**src/rtl/ysyx_23060096_lsu.sv**
```systemverilog
// Load/store unit: accepts one memory op from execute, runs a single request/response
// transaction with a bounded wait, and returns an extended load result or an error code.
module ysyx_23060096_lsu #(
    parameter int unsigned MEM_TIMEOUT = 255
) (
    input  logic        clk,
    input  logic        rstn,
    input  logic        in_valid,
    output logic        in_ready,
    input  logic [31:0] addr,
    input  logic [31:0] wdata,
    input  logic        MemWr,
    input  logic [2:0]  MemOP,
    output logic        mem_req_valid,
    input  logic        mem_req_ready,
    output logic [31:0] mem_addr,
    output logic        mem_wen,
    output logic [3:0]  mem_wmask,
    output logic [31:0] mem_wdata,
    input  logic        mem_rsp_valid,
    input  logic [31:0] mem_rdata,
    output logic        out_valid,
    input  logic        out_ready,
    output logic [31:0] out_rdata,
    output logic [1:0]  out_err
);

    // state  | meaning
    // IDLE   | ready for a new operation
    // REQ    | memory request presented, waiting for mem_req_ready
    // WAIT   | request taken, waiting for mem_rsp_valid or timeout
    // DONE   | result presented, waiting for out_ready
    typedef enum logic [1:0] {S_IDLE, S_REQ, S_WAIT, S_DONE} state_t;

    localparam logic [7:0] TIMEOUT_C = 8'(MEM_TIMEOUT);

    state_t      state_q;
    logic [7:0]  cnt_q;
    logic [2:0]  op_q;
    logic [1:0]  off_q;
    logic        wr_q;
    logic        in_ready_q;
    logic        mem_req_valid_q;
    logic [31:0] mem_addr_q;
    logic        mem_wen_q;
    logic [3:0]  mem_wmask_q;
    logic [31:0] mem_wdata_q;
    logic        out_valid_q;
    logic [31:0] out_rdata_q;
    logic [1:0]  out_err_q;

    logic        misalign;
    logic [3:0]  wmask_d;
    logic [31:0] wdata_d;
    logic [31:0] shifted;
    logic [31:0] ld_data_d;
    logic [7:0]  cnt_inc;

    assign cnt_inc = cnt_q + 8'd1;

    // Unlisted MemOP encodings are reported as misaligned so they never reach memory.
    always_comb begin
        misalign = 1'b0;
        case (MemOP)
            3'b000, 3'b100: misalign = 1'b0;
            3'b001, 3'b101: misalign = addr[0];
            3'b010:         misalign = addr[1] | addr[0];
            default:        misalign = 1'b1;
        endcase
    end

    always_comb begin
        wmask_d = 4'b0000;
        wdata_d = wdata;
        case (MemOP[1:0])
            2'b00: begin
                wmask_d = 4'b0001 << addr[1:0];
                wdata_d = {4{wdata[7:0]}};
            end
            2'b01: begin
                wmask_d = 4'b0011 << addr[1:0];
                wdata_d = {2{wdata[15:0]}};
            end
            default: wmask_d = 4'b1111;
        endcase
        if (!MemWr) wmask_d = 4'b0000;
    end

    always_comb begin
        shifted   = mem_rdata >> {off_q, 3'b000};
        ld_data_d = shifted;
        case (op_q)
            3'b000:  ld_data_d = {{24{shifted[7]}}, shifted[7:0]};
            3'b100:  ld_data_d = {24'b0, shifted[7:0]};
            3'b001:  ld_data_d = {{16{shifted[15]}}, shifted[15:0]};
            3'b101:  ld_data_d = {16'b0, shifted[15:0]};
            default: ld_data_d = shifted;
        endcase
    end

    always_ff @(posedge clk or negedge rstn) begin
        if (!rstn) begin
            state_q         <= S_IDLE;
            cnt_q           <= 8'd0;
            op_q            <= 3'b000;
            off_q           <= 2'b00;
            wr_q            <= 1'b0;
            in_ready_q      <= 1'b1;
            mem_req_valid_q <= 1'b0;
            mem_addr_q      <= 32'd0;
            mem_wen_q       <= 1'b0;
            mem_wmask_q     <= 4'b0000;
            mem_wdata_q     <= 32'd0;
            out_valid_q     <= 1'b0;
            out_rdata_q     <= 32'd0;
            out_err_q       <= 2'b00;
        end else begin
            case (state_q)
                S_IDLE: begin
                    if (in_valid) begin
                        op_q       <= MemOP;
                        off_q      <= addr[1:0];
                        wr_q       <= MemWr;
                        in_ready_q <= 1'b0;
                        cnt_q      <= 8'd0;
                        if (misalign) begin
                            state_q     <= S_DONE;
                            out_valid_q <= 1'b1;
                            out_err_q   <= 2'b01;
                            out_rdata_q <= 32'd0;
                        end else begin
                            state_q         <= S_REQ;
                            mem_req_valid_q <= 1'b1;
                            mem_addr_q      <= {addr[31:2], 2'b00};
                            mem_wen_q       <= MemWr;
                            mem_wmask_q     <= wmask_d;
                            mem_wdata_q     <= wdata_d;
                        end
                    end
                end
                S_REQ: begin
                    if (mem_req_ready) begin
                        state_q         <= S_WAIT;
                        mem_req_valid_q <= 1'b0;
                        mem_wen_q       <= 1'b0;
                        mem_wmask_q     <= 4'b0000;
                        cnt_q           <= 8'd0;
                    end
                end
                S_WAIT: begin
                    // A response arriving on the final allowed cycle beats the timeout.
                    if (mem_rsp_valid) begin
                        state_q     <= S_DONE;
                        out_valid_q <= 1'b1;
                        out_err_q   <= 2'b00;
                        out_rdata_q <= wr_q ? 32'd0 : ld_data_d;
                    end else if (cnt_inc == TIMEOUT_C) begin
                        state_q     <= S_DONE;
                        out_valid_q <= 1'b1;
                        out_err_q   <= 2'b10;
                        out_rdata_q <= 32'd0;
                        cnt_q       <= cnt_inc;
                    end else begin
                        cnt_q <= cnt_inc;
                    end
                end
                S_DONE: begin
                    if (out_ready) begin
                        state_q     <= S_IDLE;
                        out_valid_q <= 1'b0;
                        in_ready_q  <= 1'b1;
                    end
                end
                default: state_q <= S_IDLE;
            endcase
        end
    end

    assign in_ready      = in_ready_q;
    assign mem_req_valid = mem_req_valid_q;
    assign mem_addr      = mem_addr_q;
    assign mem_wen       = mem_wen_q;
    assign mem_wmask     = mem_wmask_q;
    assign mem_wdata     = mem_wdata_q;
    assign out_valid     = out_valid_q;
    assign out_rdata     = out_rdata_q;
    assign out_err       = out_err_q;

endmodule

```
**config.mk**
```make
export PLATFORM = sky130hd
export DESIGN_NAME = ysyx_23060096_lsu
export DESIGN_NICKNAME = d
export VERILOG_FILES = /design/src/rtl/ysyx_23060096_lsu.sv
export SDC_FILE = /design/constraint.sdc
export NUM_CORES = 1
export LEC_CHECK = 0
export CELL_PAD_IN_SITES_DETAIL_PLACEMENT = 0
export CELL_PAD_IN_SITES_GLOBAL_PLACEMENT = 2
export CORE_UTILIZATION = 34
export CTS_CLUSTER_DIAMETER = 80
export CTS_CLUSTER_SIZE = 30
export DETAILED_ROUTE_END_ITERATION = 10
export DONT_BUFFER_PORTS = 1
export PLACE_DENSITY = 0.73
export RECOVER_POWER = 100
export SKIP_LAST_GASP = 1
export SYNTH_ARGS = -nofsm -noshare
export SYNTH_HDL_FRONTEND = slang
export SYNTH_SLANG_ARGS = --single-unit
```
**constraint.sdc**
```tcl
create_clock -name clk -period 2.2 [get_ports clk]
set_clock_uncertainty 0.1 [all_clocks]
set_input_delay 0.44 -clock clk [delete_from_list [all_inputs] [get_ports clk]]
set_output_delay 0.44 -clock clk [all_outputs]
set_load 0.005 [all_outputs]
```
# [Word level (Yosys, flattened, before mapping)]
# Index checks and enable logic that the tools add are counted.
[classes] n_eq_ne=19 add_sub_neg=1 muxes=47 shifts=3 n_reduce_logical=19 bitwise=2
[op_table] cell="2-to-1 mux 32 bit" count=5
[op_table] cell="case mux 32 bit (2 select lines)" count=2
[op_table] cell="case mux 32 bit (4 select lines)" count=1
[op_table] cell="right shift 32 x 5 -> 32 bit" count=1
[op_table] cell="2-to-1 mux 8 bit" count=3
[op_table] cell="case mux 8 bit (3 select lines)" count=1
[op_table] cell="2-to-1 mux 2 bit" count=10
[op_table] cell="2-to-1 mux 4 bit" count=4
[op_table] cell="case mux 4 bit (2 select lines)" count=2
[op_table] cell="AND reduction 4 bit" count=4
[op_table] cell="== test 3 bit (second input constant)" count=4
[op_table] cell="2-to-1 mux 1 bit" count=12
[op_table] cell="inequality test 2 bit (second input constant)" count=6
[op_table] cell="adder 8 x 1 -> 8 bit (second input constant)" count=1
[op_table] cell="== test 8 bit (second input constant)" count=1
[op_table] cell="case mux 2 bit (4 select lines)" count=1
[op_table] cell="== test 3 x 1 -> 1 bit (second input constant)" count=2
[op_table] cell="zero test 3 bit" count=2
[op_table] cell="case mux 1 bit (2 select lines)" count=3
[op_table] cell="case mux 1 bit (3 select lines)" count=2
[op_table] cell="AND reduction 3 bit" count=2
[op_table] cell="nonzero test 2 bit" count=3
[op_table] cell="nonzero test 3 bit" count=2
[op_table] cell="AND reduction 5 bit" count=1
[op_table] cell="12 further kinds" count=16
[word_totals] elab_cells=105 output_inout_bits=106 reg_bits=120 input_bits=106

# [Logic depth before layout (Yosys ltp)]
[logic_depth] ltp_word=6 mapped_depth=10 depth_no_buf=8

# [Worst setup path after synthesis]
# No wires, ideal clock.
[synth_timing] kind="register -> register" startpoint="register state_q[0]" endpoint="register out_rdata_q[24] (netlist: out_rdata[24])" setup_ns=0.073 path_buffers=3 path_stages_with_launch=11 arrival_time_ns=1.965 synth_period_minus_slack_ns=2.138 slack_ns=0.062 required_time_ns=2.027 cell_sequence="dfrtp_1 -> inv_1 -> ha_1 -> buf_2 -> nand3b_1 -> or3_1 -> a211o_1 -> buf_4 -> and3_4 -> buf_6 -> a2bb2oi_2"
[synth_via] elab_chain_len=3 elab_cells_between_ends=8 cone_classes="eq/ne: 4; mux: 1; reduce/logical: 3"
[synth_lines] item="start: declaration" line_no="37" source="state_t state_q;"
[synth_lines] item="start signal: assignment" line_no="103" source="state_q <= S_IDLE;"
[synth_lines] item="start signal: assignment" line_no="127" source="state_q <= S_DONE;"
[synth_lines] item="start signal: assignment" line_no="132" source="state_q <= S_REQ;"
[synth_lines] item="== test 2 bit or zero test 2 bit (tied branches)" line_no="118" source="case (state_q)"
[synth_lines] item="inequality test 3 bit (no source line), or another cell as far along"
[synth_lines] item="AND reduction 4 bit (no source line)"
[synth_lines] item="end signal: assignment" line_no="156" source="out_rdata_q <= wr_q ? 32'd0 : ld_data_d;"
[synth_lines] item="end: declaration" line_no="49" source="logic [31:0] out_rdata_q;"
# Parallel ways exist; a longest one is shown, timed or not.
# A chain may end at the register's enable or synchronous reset.

# [Worst setup path in the final report]
[layout_timing] startpoint="register cnt_q[0]" endpoint="register out_rdata_q[3] (netlist: out_rdata[3])"
[layout_via] elab_chain_len=4
[layout_lines] item="start: declaration" line_no="38" source="logic [7:0] cnt_q;"
[layout_lines] item="start signal: assignment" line_no="162" source="cnt_q <= cnt_inc;"
[layout_lines] item="start signal: assignment" line_no="164" source="cnt_q <= cnt_inc;"
[layout_lines] item="adder 8 x 1 -> 8 bit" line_no="59" source="assign cnt_inc = cnt_q + 8'd1;"
[layout_lines] item="== test 8 bit" line_no="157" source="end else if (cnt_inc == TIMEOUT_C) begin"
[layout_lines] item="inequality test 3 bit (no source line)"
[layout_lines] item="AND reduction 4 bit (no source line)"
# No other way between the ends.

==> impl_metrics.py <==
metrics = {
    "power_and_ir_drop": {
        "p_per_area_nw_per_um2": 1440,
        "vdd_drop_max_mv": 0.584,
        "total_power_uw": 9920,
        "total_leakage_power_uw": 0.00312,
    },
    "layout": {
        "commonest_non_fill_non_tap_cell_in_the_layout": "nand2_1",
        "final_cell_mix": "nand2_1 (157), dfrtp_1 (119), mux2i_1 (44), o21ai_0 (41), a21oi_1 (31)",
        "drive_gt1_frac": 0.156,
        "fill_cell_count": 1686,
        "final_cell_area_um2": 6870,
        "area_growth_syn_to_layout_pct": 17.4,
        "final_stage_net_count": 727,
        "utilization": 0.411,
        "n_antenna_cell": 0,
    },
    "critical_path": {
        "path_max_fanout": 8,
        "cp_data_required_time_ns": 2.40,
        "cp-start-kind": "register",
        "critPathKind": "reg -> reg",
        "critPathCaptureType": "register",
        "arrival_ns": 2.31,
    },
    "place": {
        "globalplace.congestion": 0.808,
        "place_worst_setup_slack_ns": 0.0199,
        "area_after_dpl_um2": 6180,
        "place.port_buffers": 0,
        "detailedPlacementHpwl_um": 11400,
    },
    "timing": {
        "max_slew_margin": 0.647,
        "worst-slew-pin-transition_ns": 0.527,
        "final_min_period_over_clock_period": 0.961,
        "post-route-worst-setup-slack_ns": 0.0853,
        "hold_violations": 120,
        "timing.hold.ws_ns": -0.373,
        "timing.fmax_mhz": 473,
        "timing.final.setup_violations": 0,
        "grt_setup_unrepaired": "yes",
        "final.min_clock_period_ns": 2.11,
        "final_count_of_pins_violating_max_slew": 0,
    },
    "clocking": {
        "cts_htree_levels": 4,
        "clkSinkCount": 120,
        "clkLatencyLatePin_ns": 0.41,
        "max-clock-path-buffers": 2,
        "clk_transition_reported_paths_ns": 0.06,
        "cts_root_buffer": "clkbuf_16",
        "tritoncts.num_buffers": 17,
        "cts_tree": "done",
    },
    "routing": {
        "vias": 4407,
        "ant_nets": 0,
        "postRouteWirelength_um": 15800,
        "wire_per_inst_um": 18.7,
        "first_iter_violations": 149,
        "vias_per_cell": 5.20,
        "drc_errors": 0,
        "drt_pre_antenna_iters": 4,
    },
    "synthesis": {
        "synth_seq_area_share": 0.513,
        "synth-edff-count": 0,
        "ys.flop_type": "dfrtp_1",
        "synth_warnings": 0,
        "ys_types": 51,
        "async_flop_share": 1.00,
        "post_synth_instance_area_um2": 5850,
        "synth_area_per_cell_um2": 9.74,
        "post_synth_inst_count": 601,
        "ys_ff_latch": 120,
    },
    "floorplan": {
        "die-height_um": 133,
        "design.die.area_um2": 17700,
        "core_area_um2": 16700,
        "placementRows": 47,
        "die_x_um": 133,
        "floorplan.initialDensity": 0.350,
        "io_pins": 212,
    },
    "outcome": {
        "run_status": "finished with violations",
        "violated_checks": "negative hold slack",
    },
    "run": {
        "drv_cap": 0,
    },
    "hold_path": {
        "hold_path_class": "in -> async",
    },
    "grt": {
        "antenna_found_initial": 0,
        "grt_pass1_wl_um": 25100,
        "grt_usage": 0.184,
        "via_count_of_the_first_global_routing_pass": 4530,
        "maximum_number_of_pins_on_one_net_before_global_route_repair": 121,
        "globalRouteOverflowTotal": 0,
    },
}
==> layout make-up <==
type / count / area [um^2] / share of cell area
timing repair buffer: 31 / 244 / 0.0355
multi-input combinational: 438 / 2710 / 0.395
clock buffer: 18 / 429 / 0.0625
sequential: 120 / 3000 / 0.437
inverter: 7 / 26.3 / 0.00383
clock inverter: 14 / 176 / 0.0257
tap: 220 / 275 / 0.0401
==> where the power goes <==
part	internal, uW	leakage [uW]	switching (uW)
Sequential	3200	0.00151	882
Clock	1790	0.000279	1070
Combinational	1400	0.00133	1590
==> critical path, cell delays in order, from the launching register on <==
cell and delay [ns]:
dfrtp_1 0.43, inv_1 0.10, ha_1 0.14, and3_1 0.20
nor4b_4 0.22, a31oi_2 0.09, o21ai_4 0.23, buf_4 0.15
nand2_4 0.09, a22o_1 0.26
==> cell families (layout without fill, tap and decap cells) <==
| group | after synthesis | count (layout) | share of synthesized area |
|---|---|---|---|
| flops | 120 | 120 | 0.513 |
| fa+ha+maj | 6 | 6 | 0.0128 |
| buf+inv | 45 | 70 | 0.0378 |
| compound gates | 134 | 134 | 0.151 |
| mux | 66 | 66 | 0.118 |
| other cells | 1 | 2 | 0.000641 |
| simple gates | 229 | 230 | 0.167 |
==> path summary, 6_finish.rpt <==
path / startpoint / endpoint / slack (ns) / cells past startpoint
max: cnt_q[0]$_DFFE_PN0P_ / out_rdata[3]$_DFFE_PN0P_ / 0.09 / 9
min: rstn / out_err[0]$_DFFE_PN0P_ / -0.37 / 0
max reg2reg: cnt_q[0]$_DFFE_PN0P_ / out_rdata[3]$_DFFE_PN0P_ / 0.09 / 9
min reg2reg: mem_addr[9]$_DFFE_PN0P_ / mem_addr[9]$_DFFE_PN0P_ / 0.40 / 2
max in group asynchronous: rstn / out_rdata[7]$_DFFE_PN0P_ / 2.16 / 0
min in group clk: addr[4] / mem_addr[4]$_DFFE_PN0P_ / 0.03 / 2
==> metal layers <==
layer | vias up | routed length (um) | GRT usage
met4 | 0 | 132 | 0.0524
met1 | 2115 | 6510 | 0.217
met5 | - | 0 | 0
met2 | 178 | 7630 | 0.299
met3 | 13 | 1560 | 0.0849
li1 | 2101 | - | -
==> flip-flops by register name, summed over array words and instances, names as in the netlist <==
signal         count
wr_q               1
in_ready           1
mem_wen            1
op_q               3
mem_wmask          4
state_q            2
mem_addr          30
out_valid          1
off_q              2
mem_req_valid      1
out_err            2
out_rdata         32
mem_wdata         32
cnt_q              8
==> cell usage after synthesis (2+ instances only) <==
| master | number | share of area |
|---|---|---|
| nand4_1 | 3 | 0.0032 |
| buf_1 | 4 | 0.0026 |
| a22o_1 | 9 | 0.013 |
| mux2_2 | 12 | 0.023 |
| nand3_1 | 7 | 0.0060 |
| a31oi_1 | 10 | 0.011 |
| nor3_1 | 2 | 0.0017 |
| o21ai_0 | 42 | 0.036 |
| nand2_1 | 157 | 0.10 |
| o22ai_1 | 2 | 0.0021 |
| a21o_1 | 2 | 0.0026 |
| nand3b_1 | 3 | 0.0038 |
| and2_1 | 2 | 0.0021 |
| or2_1 | 2 | 0.0021 |
| o21ai_1 | 6 | 0.0051 |
| a21oi_1 | 32 | 0.027 |
| mux2i_1 | 44 | 0.075 |
| o31ai_1 | 2 | 0.0026 |
| mux2_1 | 10 | 0.019 |
| a211oi_1 | 6 | 0.0077 |
| nor2b_1 | 5 | 0.0053 |
| inv_1 | 6 | 0.0038 |
| o2bb2ai_1 | 9 | 0.013 |
| nand2b_1 | 6 | 0.0064 |
| a2bb2oi_2 | 8 | 0.021 |
| clkbuf_1 | 17 | 0.011 |
| buf_2 | 9 | 0.0077 |
| buf_4 | 5 | 0.0064 |
| buf_6 | 3 | 0.0058 |
| dfrtp_1 | 119 | 0.51 |
| or2_2 | 2 | 0.0021 |
| nor2_1 | 29 | 0.019 |
| and3_1 | 2 | 0.0021 |
| ha_1 | 6 | 0.013 |
| or3_1 | 2 | 0.0021 |
==> repair_timing <==
| action | CTS | global route |
|---|---|---|
| hold endpoints to repair | 120 | 120 |
| resized for setup | 0 | 15 |
| setup buffers | 0 | 3 |
| endpoints found under the setup margin | 0 | 38 |
==> through the flow <==
step                instances  hold WS [ns]  TNS [ns]
finish                    848        -0.373         0
global route              848        -0.408    -0.102
CTS                       844        -0.401         0
detailed placement        812        0.0507         0
global placement          812        0.0489         0
floorplan                 602        0.0444         0
No activity file was read; power rests on OpenSTA's default activity.
